$ cat src/rtl/isle3_pkg.sv
`default_nettype none
// ============================================================================
// Module      : isle3_pkg
// Description : Shared definitions for the ISLE3 register file write-back
//               slice: default data/address widths, register count, the
//               register address/data typedefs and the zero-register index.
// Revision    : 1.0 - initial release
// ============================================================================
package isle3_pkg;

    localparam int DEF_DATA_W = 16;
    localparam int DEF_ADDR_W = 3;
    localparam int DEF_NREGS  = 2 ** DEF_ADDR_W;

    typedef logic [DEF_DATA_W-1:0] reg_data_t;
    typedef logic [DEF_ADDR_W-1:0] reg_addr_t;

    localparam reg_addr_t REG_ZERO = 3'b000;

endpackage : isle3_pkg
`default_nettype wire

$ cat src/rtl/reg_scoreboard.sv
`default_nettype none
// ============================================================================
// Module      : reg_scoreboard
// Description : Pending-write scoreboard. One busy bit per register, set on
//               issue and cleared on commit; a set and a clear to the same
//               register on the same edge leave the bit set, because the
//               set belongs to a newer, still outstanding write.
//               Also produces the read-after-write hazard flag, suppressed
//               when the read can be served from the staging register.
// Ports       : clk, rst_n            - clock, async active-low reset
//               set_en / set_idx      - issue of a write to set_idx
//               clr_en / clr_idx      - commit of a write to clr_idx
//               ra_en/ra_addr/fwd_a   - read port A use, address, forwardable
//               rb_en/rb_addr/fwd_b   - read port B use, address, forwardable
//               busy                  - pending-write vector
//               hazard                - enabled read hits an unresolved write
// Revision    : 1.0 - initial release
// ============================================================================
module reg_scoreboard #(
    parameter int ADDR_W = 3
) (
    input  logic                   clk,
    input  logic                   rst_n,
    input  logic                   set_en,
    input  logic [ADDR_W-1:0]      set_idx,
    input  logic                   clr_en,
    input  logic [ADDR_W-1:0]      clr_idx,
    input  logic                   ra_en,
    input  logic [ADDR_W-1:0]      ra_addr,
    input  logic                   fwd_a,
    input  logic                   rb_en,
    input  logic [ADDR_W-1:0]      rb_addr,
    input  logic                   fwd_b,
    output logic [(2**ADDR_W)-1:0] busy,
    output logic                   hazard
);

    localparam int NREGS = 2 ** ADDR_W;

    logic [NREGS-1:0] r_busy;
    logic [NREGS-1:0] w_set_mask;
    logic [NREGS-1:0] w_clr_mask;

    always_comb begin
        w_set_mask = '0;
        w_clr_mask = '0;
        if (set_en) w_set_mask[set_idx] = 1'b1;
        if (clr_en) w_clr_mask[clr_idx] = 1'b1;
    end

    // Clear first, then OR in the set, so a same-edge set survives.
    always_ff @(posedge clk or negedge rst_n) begin
        if (!rst_n) begin
            r_busy <= '0;
        end else begin
            r_busy <= (r_busy & ~w_clr_mask) | w_set_mask;
        end
    end

    assign busy   = r_busy;
    assign hazard = (ra_en & r_busy[ra_addr] & ~fwd_a)
                  | (rb_en & r_busy[rb_addr] & ~fwd_b);

endmodule : reg_scoreboard
`default_nettype wire

$ cat src/rtl/reg_file_wb.sv
`default_nettype none
// ============================================================================
// Module      : reg_file_wb
// Description : 8-entry ISLE3 register file with a one-deep write-back
//               staging register, forwarding from that stage to two
//               combinational read ports, and a pending-write scoreboard.
//               A write captured at edge N is staged, then committed to the
//               array at edge N+1; while staged it is forwarded to reads.
//               Data presented on wr_data is not visible until staged.
// Ports       : clk, rst_n                - clock, async active-low reset
//               ra_en/ra_addr -> ra_data  - read port A
//               rb_en/rb_addr -> rb_data  - read port B
//               wr_en/wr_dst/wr_data      - write-back request
//               iss_en/iss_dst            - issue of a register-writing insn
//               hazard                    - RAW hazard to stall logic
//               busy                      - pending-write scoreboard vector
// Build macro : ISLE3_ZERO_REG_EN - register 0 hardwired to zero; writes,
//               commits and issues targeting it are dropped.
// Revision    : 1.0 - initial release
// ============================================================================
module reg_file_wb
    import isle3_pkg::*;
#(
    parameter int DATA_W = DEF_DATA_W,
    parameter int ADDR_W = DEF_ADDR_W
) (
    input  logic                   clk,
    input  logic                   rst_n,
    input  logic                   ra_en,
    input  logic [ADDR_W-1:0]      ra_addr,
    output logic [DATA_W-1:0]      ra_data,
    input  logic                   rb_en,
    input  logic [ADDR_W-1:0]      rb_addr,
    output logic [DATA_W-1:0]      rb_data,
    input  logic                   wr_en,
    input  logic [ADDR_W-1:0]      wr_dst,
    input  logic [DATA_W-1:0]      wr_data,
    input  logic                   iss_en,
    input  logic [ADDR_W-1:0]      iss_dst,
    output logic                   hazard,
    output logic [(2**ADDR_W)-1:0] busy
);

    localparam int NREGS = 2 ** ADDR_W;
    localparam logic [ADDR_W-1:0] C_ZERO_ADDR = ADDR_W'(REG_ZERO);

    logic [DATA_W-1:0] r_regs [NREGS];
    logic              r_wb_vld;
    logic [ADDR_W-1:0] r_wb_dst;
    logic [DATA_W-1:0] r_wb_data;

    logic              w_wr_acc;
    logic              w_iss_set;
    logic              w_fwd_a;
    logic              w_fwd_b;

`ifdef ISLE3_ZERO_REG_EN
    // Dropping r0 writes at capture means nothing to r0 is ever staged,
    // forwarded or committed.
    assign w_wr_acc  = wr_en  & (wr_dst  != C_ZERO_ADDR);
    assign w_iss_set = iss_en & (iss_dst != C_ZERO_ADDR);
`else
    assign w_wr_acc  = wr_en;
    assign w_iss_set = iss_en;
`endif

    // Staging register and array commit.
    always_ff @(posedge clk or negedge rst_n) begin
        if (!rst_n) begin
            r_wb_vld  <= 1'b0;
            r_wb_dst  <= '0;
            r_wb_data <= '0;
            for (int i = 0; i < NREGS; i++) begin
                r_regs[i] <= '0;
            end
        end else begin
            r_wb_vld <= w_wr_acc;
            if (w_wr_acc) begin
                r_wb_dst  <= wr_dst;
                r_wb_data <= wr_data;
            end
            if (r_wb_vld) begin
                r_regs[r_wb_dst] <= r_wb_data;
            end
        end
    end

    assign w_fwd_a = r_wb_vld & (r_wb_dst == ra_addr);
    assign w_fwd_b = r_wb_vld & (r_wb_dst == rb_addr);

    // Read ports: the staged write takes priority over the array contents.
    always_comb begin
        ra_data = w_fwd_a ? r_wb_data : r_regs[ra_addr];
        rb_data = w_fwd_b ? r_wb_data : r_regs[rb_addr];
`ifdef ISLE3_ZERO_REG_EN
        if (ra_addr == C_ZERO_ADDR) ra_data = '0;
        if (rb_addr == C_ZERO_ADDR) rb_data = '0;
`endif
    end

    reg_scoreboard #(
        .ADDR_W (ADDR_W)
    ) u_scoreboard (
        .clk     (clk),
        .rst_n   (rst_n),
        .set_en  (w_iss_set),
        .set_idx (iss_dst),
        .clr_en  (r_wb_vld),
        .clr_idx (r_wb_dst),
        .ra_en   (ra_en),
        .ra_addr (ra_addr),
        .fwd_a   (w_fwd_a),
        .rb_en   (rb_en),
        .rb_addr (rb_addr),
        .fwd_b   (w_fwd_b),
        .busy    (busy),
        .hazard  (hazard)
    );

endmodule : reg_file_wb
`default_nettype wire

$ cat config.mk
export PLATFORM = sky130hd
export DESIGN_NAME = reg_file_wb
export DESIGN_NICKNAME = d
export VERILOG_FILES = /design/src/rtl/isle3_pkg.sv /design/src/rtl/reg_scoreboard.sv /design/src/rtl/reg_file_wb.sv
export SDC_FILE = /design/constraint.sdc
export NUM_CORES = 1
export LEC_CHECK = 0
export CORE_UTILIZATION = 51
export DETAILED_ROUTE_END_ITERATION = 12
export PLACE_DENSITY = 0.77
export SETUP_SLACK_MARGIN = 0.05
export SKIP_CTS_REPAIR_TIMING = 1
export SLEW_MARGIN = 25
export SYNTH_ARGS = -nofsm -noshare
export SYNTH_HDL_FRONTEND = slang
export SYNTH_SLANG_ARGS = --single-unit
$ cat constraint.sdc
create_clock -name clk -period 1.5 [get_ports clk]
set_input_delay 0.225 -clock clk [delete_from_list [all_inputs] [get_ports clk]]
set_output_delay 0.225 -clock clk [all_outputs]
set_load 0.005 [all_outputs]
==> flow_metrics.env <==
export IMPL_design_core_area_um2=16000
export IMPL_cts_root_buf="clkbuf_16"
export IMPL_startpoint="r_wb_dst[1]"
export IMPL_start_kind="flop"
export IMPL_dp_hpwl_um=15600
export IMPL_grtUsageTotal_pct=28.9
export IMPL_cts_sinks=156
export IMPL_dr_pass1_iters=5
export IMPL_fill_cells=1014
export IMPL_endpoint_kind="output pin"
export IMPL_hold_viol=0
export IMPL_drc=0
export IMPL_placedCellCount=928
export IMPL_start_util_pct=52.5
export IMPL_setup_viol=167
export IMPL_cts_max_level=4
export IMPL_slew_headroom_pct=71.2
export IMPL_synth_seq_cells=156
export IMPL_maxCapViolCount=0
export IMPL_grt_max_degree=40
export IMPL_r2r_start="r_wb_dst[1]"
export IMPL_crit_arrival_ns=2.09
export IMPL_finClkSkew_ns=0.00910
export IMPL_clkTransAtPathRegs_ns=0.06
export IMPL_synth_top_area_share_pct=46.5
export IMPL_die_w_um=130
export IMPL_ff_latch_area_um2=3910
export IMPL_fmax_mhz=431
export IMPL_synth_cell_types=32
export IMPL_power_density_nw_per_um2=1530
export IMPL_reg2reg_slack_ns=-0.32
export IMPL_tightestPinTransition_ns=0.432
export IMPL_final_cell_mix="dfrtp_1, mux2_4, buf_4"
export IMPL_crit_end="rb_data[12]"
export IMPL_synthesis_nets=625
export IMPL_status="complete, but fails checks"
export IMPL_ios=75
export IMPL_grt_pass1_vias=6341
export IMPL_r2r_end="r_regs[115]"
export IMPL_die_y_um=130
export IMPL_drive_gt1_share_pct=58.3
export IMPL_diodes=0
export IMPL_synthToLayoutAreaGrowth_pct=38.1
export IMPL_cts_tree="yes"
export IMPL_crit_type="flop to output pin"
export IMPL_synth_ff_type="dfrtp_1"
export IMPL_drt_initial_drc_count=508
export IMPL_numPortBuffers=74
export IMPL_ys_seq_area_share_pct=46.5
export IMPL_multi_input_area_um2=4710
export IMPL_r2r_cells=6
export IMPL_synth_edf_count=0
export IMPL_gp_congestion=0.867
export IMPL_grt_overflow=0
export IMPL_synthTopCellsByArea="dfrtp_1, mux2_2, mux4_2, mux2i_1, nand2_1"
export IMPL_mostFrequentLayoutCell="dfrtp_1"
export IMPL_cts_buffer_depth=2
export IMPL_detailed_place_area_um2=10200
export IMPL_synthesis_area_um2=8390
export IMPL_nets=790
export IMPL_layout_setup_ws_ns=-0.820
export IMPL_clk_insertion_delay_late_ns=0.44
export IMPL_post_place_ws_ns=-0.950
export IMPL_finalInstanceArea_um2=11600
export IMPL_ir_drop_v=0.000958
export IMPL_required_ns=1.27
export IMPL_ys_async_sr_fraction_pct=100
export IMPL_final_max_slew_viol_count=0
export IMPL_die_area_um2=17000
export IMPL_min_path_type="primary input to asynchronous set/reset pin"
export IMPL_cts_buffers=17
export IMPL_fin_crit_ns=2.32
export IMPL_wl_per_cell_um=26.5
export IMPL_yosysTopAreaCell="dfrtp_1"
export IMPL_violations="negative setup slack"
export IMPL_avgSynthCellArea_um2=14.2
export IMPL_avgViaCountPerCell=6.30
export IMPL_finalNonFillerCells=984
export IMPL_syn_inst=591
export IMPL_rows=46
export IMPL_grt_first_pass_wirelength_um=35500
export IMPL_num_vias=6200
export IMPL_ant_nets=0
export IMPL_wirelength_um=26000
export IMPL_rsz0062_at_grt="yes"
export IMPL_yosysWarnings=0
export IMPL_critical_path_max_fanout=5
export IMPL_leakage_nw=5.34
export IMPL_antenna_found_initial=0
export IMPL_post_route_period_util_pct=155
Yosys cell counts, types with 2 or more instances:
master    count
a21oi_1      16
a31oi_1      16
buf_2        18
buf_4        15
buf_6         2
clkbuf_1     20
dfrtp_1     156
inv_1         4
mux2_2      138
mux2_4        9
mux2i_1      19
mux4_2       66
nand2_1      40
nand2b_1      3
nand3_1       3
nand4_1       3
nand4b_2      3
nor2_1       32
nor3_4        2
nor3b_4       2
o21ai_0       6
o22ai_1       2
o32ai_1       2
xnor2_1       6
critical path, stage by stage, from the launching register on:
cell	delay [ns]
dfrtp_1	0.41
buf_6	0.14
xnor2_2	0.14
nand4_1	0.22
buf_6	0.21
buf_6	0.11
clkbuf_16	0.16
a21oi_1	0.13
buf_2	0.13
flip-flops by register name, summed over array words and instances, names as in the netlist:
signal             flops
r_wb_dst               3
u_scoreboard.busy      8
r_wb_vld               1
r_wb_data             16
r_regs               128
per-layer routing:
| metal | vias up | track usage [%] | part of all wire, % |
|---|---|---|---|
| met5 | - | 0 | 0 |
| met4 | 0 | 11.0 | 3.6 |
| met3 | 78 | 4.76 | 5.1 |
| met2 | 282 | 50.4 | 52 |
| met1 | 3298 | 36.1 | 39 |
| li1 | 2542 | - | - |
power breakdown:
group	internal, W	switching, W	leakage (nW)
sequential	0.00568	0.00133	1.86
combinational	0.00423	0.00216	3.21
clock	0.00258	0.00177	0.275
cell families (layout without fill, tap and decap cells):
family | after synthesis | after routing | synth area share [%]
mux | 232 | 232 | 40.1
flops | 156 | 156 | 46.5
simple gates | 91 | 91 | 5.61
buf+inv | 62 | 239 | 4.08
compound gates | 44 | 44 | 3.07
xor+xnor | 6 | 6 | 0.626
final cells by class:
| class | instances | area share [%] |
|---|---|---|
| multi-input combinational | 373 | 40.7 |
| sequential | 156 | 33.7 |
| timing repair buffer | 203 | 18.1 |
| clock inverter | 9 | 0.972 |
| inverter | 5 | 0.162 |
| clock buffer | 22 | 4.09 |
| tap | 216 | 2.33 |
stage by stage:
| stage | TNS, ns | utilization, % | power [W] | hold slack (ns) |
|---|---|---|---|---|
| floorplan | -3.28 | - | 0.0101 | -0.0706 |
| global placement | -38.46 | 63.7 | 0.0122 | 0.166 |
| detailed placement | -40.46 | 63.7 | 0.0126 | 0.176 |
| CTS | -48.75 | 67.4 | 0.0169 | -0.286 |
| global route | -55.14 | 72.4 | 0.0185 | 0.319 |
| finish | -49.26 | 72.4 | 0.0177 | 0.287 |
how the worst min path moves through the flow:
| stage | from | end | slack [ns] | cells after the start |
|---|---|---|---|---|
| after global placement | rst_n | r_regs[61] | 0.17 | 1 |
| after detailed placement | rst_n | r_regs[61] | 0.18 | 1 |
| final | rst_n | r_wb_data[13] | 0.29 | 2 |
| after floorplan | rst_n | r_regs[0] | -0.07 | 0 |
| after global routing | rst_n | r_wb_data[13] | 0.32 | 2 |
| after CTS | rst_n | r_regs[61] | -0.29 | 1 |
(Power assumes the default switching activity.)
